===== src/rtl/ex_branch_stage_pkg.sv =====
// Shared types and encodings for the EX branch stage.
// Flag/funct3 codes, squash FSM states and the output bundle.
package ex_branch_stage_pkg;

    localparam logic [2:0] F3_BEQ  = 3'b000;
    localparam logic [2:0] F3_BNE  = 3'b001;
    localparam logic [2:0] F3_BLT  = 3'b100;
    localparam logic [2:0] F3_BGE  = 3'b101;
    localparam logic [2:0] F3_BLTU = 3'b110;
    localparam logic [2:0] F3_BGEU = 3'b111;

    localparam logic [2:0] FLG_LT    = 3'b100;
    localparam logic [2:0] FLG_EQ    = 3'b010;
    localparam logic [2:0] FLG_GT    = 3'b001;
    localparam logic [2:0] FLG_AUIPC = 3'b111;

    typedef enum logic {
        ST_NORMAL,
        ST_SQUASH
    } br_state_e;

    typedef struct packed {
        logic [31:0] result;
        logic [31:0] store_data;
        logic [4:0]  rd;
        logic        mem_read;
        logic        mem_write;
        logic        reg_write;
        logic        misalign;
    } ex_out_t;

endpackage


===== src/rtl/ex_branch_stage_if.sv =====
// Handshake and data bundle between ALU, EX branch stage and MEM.
// master drives inputs and out_ready; slave is the stage.
interface ex_branch_stage_if;

    logic        in_valid;
    logic        in_ready;
    logic [31:0] alu_result;
    logic [2:0]  alu_flags;
    logic [31:0] pc;
    logic [31:0] imm;
    logic [31:0] rs2_data;
    logic [4:0]  rd;
    logic        is_branch;
    logic        is_jal;
    logic        is_jalr;
    logic [2:0]  br_funct3;
    logic        mem_read;
    logic        mem_write;
    logic        reg_write;
    logic        flush_i;

    logic        out_valid;
    logic        out_ready;
    logic [31:0] out_result;
    logic [31:0] out_store_data;
    logic [4:0]  out_rd;
    logic        out_mem_read;
    logic        out_mem_write;
    logic        out_reg_write;
    logic        redirect_valid;
    logic [31:0] redirect_pc;
    logic        misalign;

    modport master (
        output in_valid, alu_result, alu_flags, pc, imm,
        output rs2_data, rd, is_branch, is_jal, is_jalr,
        output br_funct3, mem_read, mem_write, reg_write,
        output flush_i, out_ready,
        input  in_ready, out_valid, out_result,
        input  out_store_data, out_rd, out_mem_read,
        input  out_mem_write, out_reg_write,
        input  redirect_valid, redirect_pc, misalign
    );

    modport slave (
        input  in_valid, alu_result, alu_flags, pc, imm,
        input  rs2_data, rd, is_branch, is_jal, is_jalr,
        input  br_funct3, mem_read, mem_write, reg_write,
        input  flush_i, out_ready,
        output in_ready, out_valid, out_result,
        output out_store_data, out_rd, out_mem_read,
        output out_mem_write, out_reg_write,
        output redirect_valid, redirect_pc, misalign
    );

endinterface


===== src/rtl/ex_branch_stage_br_cond.sv =====
// Combinational taken/target decode for branch, jal and jalr.
// Unrecognised flag patterns never resolve a branch as taken.
module br_cond
    import ex_branch_stage_pkg::*;
(
    input  logic [2:0]  alu_flags,
    input  logic [2:0]  br_funct3,
    input  logic        is_branch,
    input  logic        is_jal,
    input  logic        is_jalr,
    input  logic [31:0] pc,
    input  logic [31:0] imm,
    input  logic [30:0] jalr_base,
    output logic        taken,
    output logic [31:0] target
);

    logic lt, eq, gt, cond;

    assign lt = (alu_flags == FLG_LT);
    assign eq = (alu_flags == FLG_EQ);
    assign gt = (alu_flags == FLG_GT);

    always_comb begin
        cond = 1'b0;
        case (br_funct3)
            F3_BEQ:           cond = eq;
            F3_BNE:           cond = lt | gt;
            F3_BLT, F3_BLTU:  cond = lt;
            F3_BGE, F3_BGEU:  cond = gt | eq;
            default:          cond = 1'b0;
        endcase
    end

    always_comb begin
        taken  = 1'b0;
        target = pc + imm;
        unique case (1'b1)
            is_jalr: begin
                taken  = 1'b1;
                target = {jalr_base, 1'b0};
            end
            is_jal:    taken = 1'b1;
            is_branch: taken = cond;
            default:   taken = 1'b0;
        endcase
    end

endmodule


===== src/rtl/ex_branch_stage.sv =====
// EX branch stage: output register, redirect pulse and squash FSM.
// Wrong-path inputs after a redirect are drained, not forwarded.
module ex_branch_stage
    import ex_branch_stage_pkg::*;
#(
    parameter int unsigned SQUASH_DEPTH = 2
) (
    input logic               clk,
    input logic               rst_n,
    ex_branch_stage_if.slave  bus
);

    localparam logic [2:0] SQ_LOAD = 3'(SQUASH_DEPTH);

    br_state_e   state;
    logic [2:0]  squash_cnt;
    logic        out_valid_q;
    logic        redirect_valid_q;
    logic [31:0] redirect_pc_q;
    ex_out_t     out_q;
    ex_out_t     nxt;

    logic        taken;
    logic [31:0] target;
    logic        squashing;
    logic        accept;
    logic        transfer;
    logic        is_jump;

    br_cond u_br_cond (
        .alu_flags (bus.alu_flags),
        .br_funct3 (bus.br_funct3),
        .is_branch (bus.is_branch),
        .is_jal    (bus.is_jal),
        .is_jalr   (bus.is_jalr),
        .pc        (bus.pc),
        .imm       (bus.imm),
        .jalr_base (bus.alu_result[31:1]),
        .taken     (taken),
        .target    (target)
    );

    assign squashing    = (state == ST_SQUASH);
    assign bus.in_ready = squashing || !out_valid_q || bus.out_ready;
    assign accept       = bus.in_valid && bus.in_ready;
    assign transfer     = out_valid_q && bus.out_ready;
    assign is_jump      = bus.is_jal || bus.is_jalr;

    // Branches never write memory or registers, taken or not.
    always_comb begin
        nxt            = '0;
        nxt.result     = is_jump ? bus.pc + 32'd4 : bus.alu_result;
        nxt.store_data = bus.rs2_data;
        nxt.rd         = bus.rd;
        nxt.mem_read   = bus.mem_read  && !bus.is_branch;
        nxt.mem_write  = bus.mem_write && !bus.is_branch;
        nxt.reg_write  = bus.reg_write && !bus.is_branch;
        nxt.misalign   = taken && target[1];
    end

    always_ff @(posedge clk or negedge rst_n) begin
        if (!rst_n) begin
            state            <= ST_NORMAL;
            squash_cnt       <= 3'd0;
            out_valid_q      <= 1'b0;
            redirect_valid_q <= 1'b0;
            redirect_pc_q    <= 32'd0;
            out_q            <= '0;
        end else begin
            redirect_valid_q <= 1'b0;
            if (bus.flush_i) begin
                out_valid_q <= 1'b0;
                squash_cnt  <= 3'd0;
                state       <= ST_NORMAL;
            end else if (accept && squashing) begin
                squash_cnt <= squash_cnt - 3'd1;
                if (squash_cnt == 3'd1)
                    state <= ST_NORMAL;
                if (transfer)
                    out_valid_q <= 1'b0;
            end else if (accept) begin
                out_q       <= nxt;
                out_valid_q <= 1'b1;
                if (taken) begin
                    redirect_valid_q <= 1'b1;
                    redirect_pc_q    <= target;
                    squash_cnt       <= SQ_LOAD;
                    if (SQ_LOAD != 3'd0)
                        state <= ST_SQUASH;
                end
            end else if (transfer) begin
                out_valid_q <= 1'b0;
            end
        end
    end

    assign bus.out_valid      = out_valid_q;
    assign bus.out_result     = out_q.result;
    assign bus.out_store_data = out_q.store_data;
    assign bus.out_rd         = out_q.rd;
    assign bus.out_mem_read   = out_q.mem_read;
    assign bus.out_mem_write  = out_q.mem_write;
    assign bus.out_reg_write  = out_q.reg_write;
    assign bus.misalign       = out_q.misalign;
    assign bus.redirect_valid = redirect_valid_q;
    assign bus.redirect_pc    = redirect_pc_q;

endmodule


===== src/flat_wrapper.sv =====
// flat-port wrapper written by rule: the top's interface ports become plain ports
module ex_branch_stage_flat import ex_branch_stage_pkg::*;
#(
    parameter int unsigned SQUASH_DEPTH = 2
)
  (clk, rst_n, bus_in_valid, bus_alu_result, bus_alu_flags, bus_pc, bus_imm, bus_rs2_data, bus_rd, bus_is_branch, bus_is_jal, bus_is_jalr, bus_br_funct3, bus_mem_read, bus_mem_write, bus_reg_write, bus_flush_i, bus_out_ready, bus_in_ready, bus_out_valid, bus_out_result, bus_out_store_data, bus_out_rd, bus_out_mem_read, bus_out_mem_write, bus_out_reg_write, bus_redirect_valid, bus_redirect_pc, bus_misalign);
  ex_branch_stage_if bus_i ();
  input logic clk;
  input logic rst_n;
  input wire logic [$bits(bus_i.in_valid)-1:0] bus_in_valid;
  input wire logic [$bits(bus_i.alu_result)-1:0] bus_alu_result;
  input wire logic [$bits(bus_i.alu_flags)-1:0] bus_alu_flags;
  input wire logic [$bits(bus_i.pc)-1:0] bus_pc;
  input wire logic [$bits(bus_i.imm)-1:0] bus_imm;
  input wire logic [$bits(bus_i.rs2_data)-1:0] bus_rs2_data;
  input wire logic [$bits(bus_i.rd)-1:0] bus_rd;
  input wire logic [$bits(bus_i.is_branch)-1:0] bus_is_branch;
  input wire logic [$bits(bus_i.is_jal)-1:0] bus_is_jal;
  input wire logic [$bits(bus_i.is_jalr)-1:0] bus_is_jalr;
  input wire logic [$bits(bus_i.br_funct3)-1:0] bus_br_funct3;
  input wire logic [$bits(bus_i.mem_read)-1:0] bus_mem_read;
  input wire logic [$bits(bus_i.mem_write)-1:0] bus_mem_write;
  input wire logic [$bits(bus_i.reg_write)-1:0] bus_reg_write;
  input wire logic [$bits(bus_i.flush_i)-1:0] bus_flush_i;
  input wire logic [$bits(bus_i.out_ready)-1:0] bus_out_ready;
  output wire logic [$bits(bus_i.in_ready)-1:0] bus_in_ready;
  output wire logic [$bits(bus_i.out_valid)-1:0] bus_out_valid;
  output wire logic [$bits(bus_i.out_result)-1:0] bus_out_result;
  output wire logic [$bits(bus_i.out_store_data)-1:0] bus_out_store_data;
  output wire logic [$bits(bus_i.out_rd)-1:0] bus_out_rd;
  output wire logic [$bits(bus_i.out_mem_read)-1:0] bus_out_mem_read;
  output wire logic [$bits(bus_i.out_mem_write)-1:0] bus_out_mem_write;
  output wire logic [$bits(bus_i.out_reg_write)-1:0] bus_out_reg_write;
  output wire logic [$bits(bus_i.redirect_valid)-1:0] bus_redirect_valid;
  output wire logic [$bits(bus_i.redirect_pc)-1:0] bus_redirect_pc;
  output wire logic [$bits(bus_i.misalign)-1:0] bus_misalign;
  assign bus_i.in_valid = bus_in_valid;
  assign bus_i.alu_result = bus_alu_result;
  assign bus_i.alu_flags = bus_alu_flags;
  assign bus_i.pc = bus_pc;
  assign bus_i.imm = bus_imm;
  assign bus_i.rs2_data = bus_rs2_data;
  assign bus_i.rd = bus_rd;
  assign bus_i.is_branch = bus_is_branch;
  assign bus_i.is_jal = bus_is_jal;
  assign bus_i.is_jalr = bus_is_jalr;
  assign bus_i.br_funct3 = bus_br_funct3;
  assign bus_i.mem_read = bus_mem_read;
  assign bus_i.mem_write = bus_mem_write;
  assign bus_i.reg_write = bus_reg_write;
  assign bus_i.flush_i = bus_flush_i;
  assign bus_i.out_ready = bus_out_ready;
  assign bus_in_ready = bus_i.in_ready;
  assign bus_out_valid = bus_i.out_valid;
  assign bus_out_result = bus_i.out_result;
  assign bus_out_store_data = bus_i.out_store_data;
  assign bus_out_rd = bus_i.out_rd;
  assign bus_out_mem_read = bus_i.out_mem_read;
  assign bus_out_mem_write = bus_i.out_mem_write;
  assign bus_out_reg_write = bus_i.out_reg_write;
  assign bus_redirect_valid = bus_i.redirect_valid;
  assign bus_redirect_pc = bus_i.redirect_pc;
  assign bus_misalign = bus_i.misalign;
  ex_branch_stage #(.SQUASH_DEPTH(SQUASH_DEPTH)) u_core (.clk(clk), .rst_n(rst_n), .bus(bus_i));
endmodule

===== config.mk =====
export PLATFORM = sky130hd
export DESIGN_NAME = ex_branch_stage_flat
export DESIGN_NICKNAME = d
export VERILOG_FILES = /design/src/rtl/ex_branch_stage_pkg.sv /design/src/rtl/ex_branch_stage_if.sv /design/src/rtl/ex_branch_stage_br_cond.sv /design/src/rtl/ex_branch_stage.sv /design/src/flat_wrapper.sv
export SDC_FILE = /design/constraint.sdc
export NUM_CORES = 1
export LEC_CHECK = 0
export BUFFER_PORTS_ARGS = -buffer_cell sky130_fd_sc_hd__buf_2
export CAP_MARGIN = 20
export CORE_MARGIN = 2
export CORE_UTILIZATION = 45
export DETAILED_ROUTE_END_ITERATION = 7
export PLACE_DENSITY = 0.78
export SYNTH_ARGS = -nofsm -noshare
export SYNTH_HDL_FRONTEND = slang
export SYNTH_SLANG_ARGS = --single-unit

===== constraint.sdc =====
create_clock -name clk -period 2.8 [get_ports clk]
set_input_delay 0.14 -clock clk [delete_from_list [all_inputs] [get_ports clk]]
set_output_delay 0.14 -clock clk [all_outputs]
set_load 0.1 [all_outputs]

==> impl_metrics.tcl, run 1 <==
set metrics [dict create \
    yosysWarningCount 0 \
    start_util 0.4633 \
    synth_nets 1073 \
    slew_headroom 0.3891 \
    min_period_over_period 0.9211 \
    endpoint_kind "flip-flop" \
    rrSetupSlack_ps 220 \
    clock_latency_ps 350 \
    r2r-start "u_core.squashing" \
    die_y_um 129.6 \
    globalRouteMet1Util 0.3743 \
    setup_ws_ps 221.0 \
    hold_viol_final 0 \
    muxShareOfSynthArea 0.01199 \
    rsz0062_at_grt "no" \
    grt_busiest_layer "met2" \
    worst_pin_slew_ps 916.4 \
    coreArea_um2 15310 \
    fin_crit_ps 2579 \
    grt_pass1_wl_mm 36.76 \
    syn_area_per_cell_um2 7.990 \
    cts_max_level 3 \
    grt_use_total 0.2832 \
    critical_path.most_common_cell "buf_4" \
    grt_pass1_vias 7036 \
    maxSlewViolCount 0 \
    powerDensity_nw_per_um2 865.2 \
    syn_to_final_growth_pct 30.35 \
    synth_xor_area_frac 0.06172 \
    yosysTopAreaCellShare 0.3915 \
    cts_made_buffers 9 \
    worstPathArrival_ps 2870 \
    place_congestion 1.014 \
    clkSlewWorstSetupHoldPaths_ps 80 \
    power_leakage_nw 4.632 \
    die_area_um2 16790 \
    synth_top_family_by_area "simple AND/OR/NAND/NOR gates" \
    worstSetupPathType "flip-flop to flip-flop" \
    die_w_um 129.6 \
    hold_depth 3 \
    grt_overflow 0 \
    cts_tree "done" \
    synth-seq-area-share 0.3915 \
    dr.pass1.iters 5 \
    first_iter_violations 567 \
    netlist_area_um2 7096 \
    grtUsageMet2 0.4546 \
    synth.distinct_cells 54 \
    wirelength_mm 24.30 \
    fillCellCount 1409 \
    ioPinCount 258 \
    regArea_um2 2778 \
    antenna_found_initial 4 \
    status "finished clean" \
    async_flop_share 1.000 \
    ant_nets 0 \
    slowest_stage "or3_2" \
    nets 1344 \
    use_met3 0.06152 \
    synth.largest_area_cell "dfrtp_1" \
    num_rows 45 \
    path_cells "nand2b_1 > or3_2 > buf_4 > nor3_1 > buf_4 > nand2_1 > mux2_2 > nand3_1" \
    netlist_top_cells_area "dfrtp_1 (39%), nand2_1 (11%), ha_1 (6.0%)" \
    root_buffer "clkbuf_16" \
    fin_tns_setup_ps 0 \
    postSynthCellCount 888 \
    max_cap_viol_count 0 \
    clockBufferDepth 2 \
    hp-class "input port to flip-flop" \
    r2r_cells 8 \
    reg2reg_to "u_core.bus.redirect_pc[29]" \
    hold_path_end "u_core.bus.out_store_data[4]" \
    max_freq_mhz 387.8 \
    post-cts-setup-buffers 0 \
    synth_compound_area_frac 0.1897 \
    post-place-ws_ps 80.32 \
    cts.sinks 111 \
    ir_drop_mv 0.4983 \
    multiInputGateArea_um2 4089 \
    drive_above_1_share 0.2637 \
    crit_path_max_incr_delay_ps 460 \
    drc 0 \
    ys_ff_latch 111 \
    synthSimpleGateAreaFrac 0.2488 \
    cts-resized-gates 0 \
    hold_slack_ps 10.63 \
    worst_hold_startpoint "bus_rs2_data[4]" \
    finalSetupViolCount 0 \
    cp_data_required_time_ps 3090 \
    post_drt_wl_per_cell_um 17.63 \
    fin_skew_ps 7.054 \
    vias_per_cell 5.479 \
    cp_max_fo 90 \
    io_buffers 257 \
    ys.flop_type "dfrtp_1" \
    synth_fa_ha_area_frac 0.06278 \
    dp_hpwl_mm 18.28 \
    grt_max_degree 91 \
    dr_total_vias 7550 \
    synth_edf_count 0 \
    start_kind "flip-flop" \
]
==> cell usage in the layout (no fill, tap or decap), types with 4 or more instances in the layout <==
cell,synthesis,final
buf_2,6,256
nand2_1,210,210
dfrtp_1,111,111
a21oi_1,76,76
o21ai_0,73,73
nor2_1,69,68
ha_1,34,34
nand3_1,30,30
xnor2_1,29,29
dlygate4sd3_1,0,29
and3_1,22,22
xor2_1,21,21
buf_4,0,21
nand4_1,12,12
o21a_1,12,12
a211oi_1,11,11
inv_1,11,11
o22ai_1,9,9
clkbuf_16,0,9
a21o_1,8,8
nor2b_1,8,8
nor3_1,8,7
or3_1,8,7
o31ai_1,7,7
nand3b_1,6,6
nand2b_1,6,6
a31oi_1,5,5
and2_1,5,5
and4_1,5,5
mux2i_1,4,4
mux2_2,4,4
o21bai_1,4,4
or2_2,4,4
==> metrics by stage <==
stage / cells / util / power [mW] / instance area [um2]
final: 1378 / 0.6039 / 8.002 / 9249
after global routing: 1378 / 0.6039 / 8.314 / 9249
after CTS: 1375 / 0.6034 / 8.000 / 9241
after detailed placement: 1330 / 0.5638 / 6.629 / 8635
after global placement: 1330 / 0.5638 / 6.589 / 8635
after floorplan: 888 / - / 5.709 / 7096
==> report_power, final <==
group	total (mW)	internal (mW)	switching, mW
Combinational	4.47	0.762	3.71
Clock	1.34	0.715	0.628
Sequential	2.18	1.98	0.210
==> what timing repair did <==
item,in CTS,in global routing
endpoints found under the hold margin,82,0
hold buffers,29,0
endpoints found under the setup margin,0,0
==> synthesized netlist by cell type (3+ instances only) <==
cell      instances
nand2_1         210
dfrtp_1         111
a21oi_1          76
o21ai_0          73
nor2_1           69
clkbuf_1         37
ha_1             34
nand3_1          30
xnor2_1          29
and3_1           22
xor2_1           21
nand4_1          12
o21a_1           12
a211oi_1         11
inv_1            11
o22ai_1           9
a21o_1            8
nor2b_1           8
nor3_1            8
or3_1             8
o31ai_1           7
buf_2             6
nand2b_1          6
nand3b_1          6
a31oi_1           5
and2_1            5
and4_1            5
mux2_2            4
mux2i_1           4
o21bai_1          4
or2_2             4
a21boi_0          3
a311oi_1          3
o211ai_1          3
==> flip-flops by register name (all words and copies together) (netlist names), 3 cells and up <==
name / cells
u_core.bus.out_result: 32
u_core.bus.out_store_data: 32
u_core.bus.redirect_pc: 32
u_core.bus.out_rd: 5
u_core.squash_cnt: 3
==> cell families (layout without fill, tap and decap cells) <==
| logic type | Yosys count | after routing |
|---|---|---|
| XOR/XNOR | 50 | 50 |
| AO/OA/AOI/OAI | 228 | 228 |
| flip-flops | 111 | 111 |
| adder cells (fa/ha/maj) | 35 | 35 |
| AND/OR/NAND/NOR | 397 | 397 |
| other | 0 | 3 |
| buffers and inverters | 59 | 335 |
| multiplexers | 8 | 8 |
==> metal layers <==
metal / vias up / wire length (um)
li1: 3645 / -
met1: 3518 / 10290
met2: 337 / 11310
met3: 48 / 2055
met4: 2 / 639
met5: - / 13
==> worst max path at each step <==
stage / start / to / slack, ps / depth (start not counted)
floorplan: u_core.bus.out_valid / u_core.bus.redirect_pc[29] / 180 / 7
global placement: bus_pc[0] / u_core.bus.redirect_pc[30] / 160 / 11
detailed placement: bus_pc[0] / u_core.bus.redirect_pc[30] / 80 / 11
CTS: u_core.squashing / u_core.bus.redirect_pc[29] / 280 / 8
global route: u_core.squashing / u_core.bus.redirect_pc[29] / 60 / 8
finish: u_core.squashing / u_core.bus.redirect_pc[29] / 220 / 8
==> critical path: cells and delay by family (launching register included) <==
kind	cells	cell delay (ps)
buffers and inverters	2	630
DFF	1	440
muxes	1	260
and+or+nand+nor	5	1160
==> layout make-up <==
cell class | count | area share
sequential | 111 | 0.3003
timing repair buffer | 307 | 0.1891
inverter | 12 | 0.004870
clock buffer | 9 | 0.02435
antenna | 3 | 0.0008117
multi-input combinational | 718 | 0.4421
clock inverter | 7 | 0.009876
tap | 211 | 0.02854
Power figures use the tool's default switching activity.
==> run 2, diff against run 1 <==
--- a/config.mk
+++ b/config.mk
@@ -9,8 +9,10 @@
 export CAP_MARGIN = 20
 export CORE_MARGIN = 2
 export CORE_UTILIZATION = 45
+export CTS_BUF_LIST = sky130_fd_sc_hd__clkbuf_8
 export DETAILED_ROUTE_END_ITERATION = 7
 export PLACE_DENSITY = 0.78
+export REMOVE_ABC_BUFFERS = 1
 export SYNTH_ARGS = -nofsm -noshare
 export SYNTH_HDL_FRONTEND = slang
 export SYNTH_SLANG_ARGS = --single-unit
==> run 2 against run 1 <==
Wire length down 3.2%. Register-to-register slack better by 70 ps. Fmax grew 2.9%. Clock power decreased by 22%. Core utilization rose by 0.47 points. Sequential power hardly changed. Highest routed layer unchanged. Largest cell class unchanged.
==> impl_metrics.tcl, run 2 (same netlist as run 1, synthesis figures left out) <==
set metrics [dict create \
    root_buffer "clkbuf_8" \
    crit_path_max_incr_delay_ps 470 \
    crit_cells 8 \
    die_y_um 129.6 \
    antenna_found_initial 5 \
    path_cells "nand2b_1 > or3_2 > buf_4 > nor3_1 > buf_4 > nand2_1 > mux2_2 > nand3_1" \
    fin_util 0.6087 \
    power_leakage_nw 4.643 \
    coreArea_um2 15310 \
    dr_total_vias 7443 \
    rrSetupSlack_ps 290 \
    clkSlewWorstSetupHoldPaths_ps 110 \
    die_w_um 129.6 \
    cpLargestDelayFamily "simple AND/OR/NAND/NOR gates" \
    fin_skew_ps 9.286 \
    hold_viol_final 0 \
    post_drt_wl_per_cell_um 16.87 \
    powerDensity_nw_per_um2 822.3 \
    cp_max_fo 90 \
    crit_buf_inv 2 \
    endpoint_kind "flip-flop" \
    switching_share 0.5820 \
    post-cts-setup-buffers 0 \
    dp_hpwl_mm 17.09 \
    seq_power_share 0.283 \
    start_kind "flip-flop" \
    cts.sinks 111 \
    worst_pin_slew_ps 1046 \
    post_layout_nonfiller_instances 1395 \
    ant_nets 0 \
    drc 0 \
    worstSetupPathType "flip-flop to flip-flop" \
    maxSlewViolCount 0 \
    vias_per_cell 5.335 \
    nets 1359 \
    grt_overflow 0 \
    grt_pass1_wl_mm 36.55 \
    clockBufferDepth 2 \
    die_area_um2 16790 \
    grt_max_degree 91 \
    reg2reg_to "u_core.bus.redirect_pc[29]" \
    finalSetupViolCount 0 \
    first_iter_violations 452 \
    cts_tree "done" \
    status "finished clean" \
    grt_pass1_vias 7200 \
    startpoint "u_core.squashing" \
    slowest_stage "dfrtp_1" \
    grt_use_total 0.2760 \
    max_cap_viol_count 0 \
    ir_drop_mv 0.4767 \
    fin_crit_ps 2506 \
    max_freq_mhz 399.1 \
    drive_above_1_share 0.2570 \
    slew_headroom 0.3013 \
    min_period_over_period 0.8949 \
    worstPathArrival_ps 2840 \
    p_comb_frac 0.580 \
    r2r_cells 8 \
    endpoint "u_core.bus.redirect_pc[29]" \
    cts_max_level 3 \
    clock_latency_ps 390 \
    syn_to_final_growth_pct 31.37 \
    r2r-start "u_core.squashing" \
    dr.pass1.iters 4 \
    num_rows 45 \
    hp-class "input port to flip-flop" \
    ioPinCount 258 \
    switchingPower_mw 4.461 \
    cts_made_buffers 9 \
    place_inst 1325 \
    clkPwrFrac 0.137 \
    start_util 0.4633 \
    final_common_cell "buf_2" \
    internal_power_mw 3.204 \
    layout_common_cells "buf_2 (256), nand2_1 (210), dfrtp_1 (111), a21oi_1 (76), o21ai_0 (73)" \
    critical_path.most_common_cell "buf_4" \
    wirelength_mm 23.54 \
    cp_data_required_time_ps 3130 \
    rsz0062_at_grt "no" \
    place_congestion 0.9520 \
    io_buffers 257 \
]
-- run 2: changes by cell type in the layout (fill, tap and decap cells not counted), sizes merged --
cell,before,now
diode,3,5
clkbuf,9,10
buf,278,273
clkinvlp,1,2
dlygate4sd3,29,49
clkinv,4,2
-- run 2: layer usage --
| metal | GRT usage | wire length (um) | vias up |
|---|---|---|---|
| met1 | 0.3598 | 10440 | 3452 |
| li1 | - | - | 3666 |
| met3 | 0.06235 | 1645 | 40 |
| met2 | 0.4595 | 10930 | 283 |
| met5 | 0 | 10 | - |
| met4 | 0.08349 | 505 | 2 |
-- run 2: worst min-delay path by stage --
stage	from	endpoint	slack (ps)	cells past startpoint
after CTS	bus_pc[1]	u_core.bus.out_result[1]	4	3
final	bus_pc[1]	u_core.bus.out_result[1]	20	3
after detailed placement	rst_n	u_core.bus.out_rd[1]	200	1
after floorplan	rst_n	u_core.bus.misalign	-160	0
after global placement	rst_n	u_core.bus.out_store_data[7]	200	1
after global routing	bus_pc[1]	u_core.bus.out_result[1]	20	3
-- run 2: power by group through the flow --
stage          Combinational [mW]  Sequential (mW)  Clock (mW)
2_1_floorplan               0.774             4.92           0
3_3_place_gp                 4.35             2.18           0
3_5_place_dp                 4.38             2.19           0
4_1_cts                      4.45             2.16        1.09
5_1_grt                      4.65             2.21        1.15
6_report                     4.44             2.17        1.05
-- run 2: per-stage QoR --
step / setup WS (ps) / power, mW / cell area [um2] / setup TNS, ps / hold slack [ps]
2_1_floorplan: -4183 / 5.691 / 6903 / -241140 / -155.6
3_3_place_gp: 194.1 / 6.529 / 8605 / 0 / 204.8
3_5_place_dp: 76.32 / 6.575 / 8605 / 0 / 202.6
4_1_cts: 308.5 / 7.696 / 9309 / 0 / 4.281
5_1_grt: 137.7 / 8.007 / 9319 / 0 / 16.96
6_report: 294.1 / 7.665 / 9321 / 0 / 23.89
-- run 2: final cells by class --
type	instances	area (um2)
fillers	1404	5993
multi-input cells	718	4096
flip-flops and latches	111	2778
repair buffers	322	1912
well taps	211	264.0
clock buffers	10	137.6
clock inverters	6	76.32
inverters	12	45.04
diodes	5	12.51
-- run 2: worst reg2reg max path, delay by kind of cell, from the launching register on --
family	cells	cell delay [ps]
buf+inv	2	610
flops	1	470
mux	1	250
simple gates	5	1130
-- run 2: repair_timing --
item,CTS,global route
endpoints found under the hold margin,96,0
resized for setup,0,0
hold buffers,49,0
==> run 3, diff against run 2 <==
--- a/config.mk
+++ b/config.mk
@@ -11,6 +11,7 @@
 export CORE_UTILIZATION = 45
 export CTS_BUF_LIST = sky130_fd_sc_hd__clkbuf_8
 export DETAILED_ROUTE_END_ITERATION = 7
+export HOLD_SLACK_MARGIN = 0.12
 export PLACE_DENSITY = 0.78
 export REMOVE_ABC_BUFFERS = 1
 export SYNTH_ARGS = -nofsm -noshare
==> run 3 against run 2 <==
Total power is 0.80% higher. Count of clock-buffer cells in the layout unchanged. Non-clock buffer count increased by 36. Critical endpoint is now u_core.bus.out_result[27]. Largest power group unchanged.
==> impl_metrics.tcl, run 3 (same netlist as run 1, synthesis figures left out) <==
set metrics [dict create \
    fin_util 0.6322 \
    slew_headroom 0.2915 \
    clock_latency_ps 390 \
    coreArea_um2 15310 \
    grt_max_degree 91 \
    worstPathArrival_ps 2780 \
    num_rows 45 \
    worstSetupPathType "flip-flop to flip-flop" \
    grt_overflow 0 \
    path_cells "nand2b_1 > or3_2 > buf_4 > nand2_1 > o21ai_0 > dlygate4sd3_1" \
    hold_viol_final 0 \
    root_buffer "clkbuf_8" \
    ir_drop_mv 0.4820 \
    fillCellCount 1361 \
    start_kind "flip-flop" \
    max_cap_viol_count 0 \
    fin_crit_ps 2499 \
    rrSetupSlack_ps 300 \
    hold_depth 4 \
    post_layout_nonfiller_instances 1431 \
    ant_nets 0 \
    drc 0 \
    wirelength_mm 24.06 \
    io_buffers 257 \
    slowest_stage "dlygate4sd3_1" \
    place_inst 1325 \
    clkSlewWorstSetupHoldPaths_ps 110 \
    rsz0062_at_grt "no" \
    dr_total_vias 7625 \
    cpLargestDelayFamily "buffers and inverters" \
    place_congestion 0.9520 \
    cts_max_level 3 \
    worst_pin_slew_ps 1060 \
    cts-resized-gates 0 \
    post_drt_wl_per_cell_um 16.81 \
    clockBufferDepth 2 \
    p_total_mw 7.726 \
    cp_data_required_time_ps 3090 \
    powerDensity_nw_per_um2 798.0 \
    grt_pass1_wl_mm 37.53 \
    cts_made_buffers 9 \
    final_common_cell "buf_2" \
    multiInputGateArea_um2 4096 \
    setup_ws_ps 300.9 \
    fin_tns_setup_ps 0 \
    grt_pass1_vias 7399 \
    vias_per_cell 5.328 \
    die_y_um 129.6 \
    fin_skew_ps 7.221 \
    hp-class "input port to flip-flop" \
    crit_buf_inv 2 \
    cp_max_fo 90 \
    regArea_um2 2778 \
    worst_hold_startpoint "bus_pc[28]" \
    ioPinCount 258 \
    hold_path_end "u_core.bus.out_result[28]" \
    dp_hpwl_mm 17.09 \
    reg2reg_to "u_core.bus.out_result[27]" \
    status "finished clean" \
    r2r-start "u_core.squashing" \
    die_w_um 129.6 \
    start_util 0.4633 \
    first_iter_violations 409 \
    dr.pass1.iters 7 \
    antenna_found_initial 5 \
    nets 1395 \
    layout_common_cells "buf_2 (256), nand2_1 (210), dfrtp_1 (111), dlygate4sd3_1 (85), a21oi_1 (76)" \
    crit_path_max_incr_delay_ps 570 \
    maxSlewViolCount 0 \
    finalSetupViolCount 0 \
    cts_tree "done" \
    post-place-ws_ps 76.32 \
    die_area_um2 16790 \
    power_leakage_nw 4.788 \
    max_freq_mhz 400.1 \
    endpoint_kind "flip-flop" \
    min_period_over_period 0.8925 \
    r2r_cells 6 \
    syn_to_final_growth_pct 36.45 \
    drive_above_1_share 0.2494 \
    cts.sinks 111 \
    grt_use_total 0.2828 \
]
## run 3: worst reg2reg max path, cell delays in order, from the launching register on
cell	delay [ps]
dfrtp_1	460
nand2b_1	220
or3_2	460
buf_4	410
nand2_1	200
o21ai_0	80
dlygate4sd3_1	570
## run 3: through the flow
stage | hold WS [ps] | cell area, um2
2_1_floorplan | -155.6 | 6903
3_3_place_gp | 204.8 | 8605
3_5_place_dp | 202.6 | 8605
4_1_cts | 120.2 | 9669
5_1_grt | 145.2 | 9679
6_report | 130.3 | 9682
## run 3: layer usage
layer | routed length, um | vias up | track usage
met4 | 476 | 2 | 0.07843
li1 | - | 3740 | -
met1 | 10490 | 3554 | 0.3716
met5 | 10 | - | 0
met2 | 11390 | 289 | 0.4755
met3 | 1686 | 40 | 0.05780
## run 3: worst max-delay path by stage
| stage | from | endpoint | slack (ps) | depth (start not counted) |
|---|---|---|---|---|
| finish | u_core.squashing | u_core.bus.out_result[27] | 300 | 6 |
| global placement | bus_pc[0] | u_core.bus.redirect_pc[30] | 190 | 11 |
| CTS | u_core.squashing | u_core.bus.redirect_pc[29] | 310 | 8 |
| floorplan | u_core.bus.out_valid | u_core.bus.redirect_pc[17] | -4180 | 7 |
| global route | u_core.squashing | u_core.bus.out_result[27] | 60 | 6 |
| detailed placement | bus_pc[0] | u_core.bus.redirect_pc[30] | 80 | 11 |
## run 3: timing repair
action                                 CTS  global route
hold buffers                            85             0
endpoints found under the hold margin  151             0
setup buffers                            0             0
## run 3: final cells by class
cell class,instances,area share
Antenna cell,5,0.001292
Inverter,12,0.004652
Clock buffer,10,0.01422
Tap cell,211,0.02727
Sequential cell,111,0.2869
Clock inverter,6,0.007883
Multi-Input combinational cell,718,0.4231
Timing Repair Buffer,358,0.2347
## run 3: power by group
part / leakage [nW] / switching, mW / internal (mW)
clock: 0.103 / 0.603 / 0.453
sequential: 1.37 / 0.195 / 1.97
combinational: 3.32 / 3.68 / 0.822
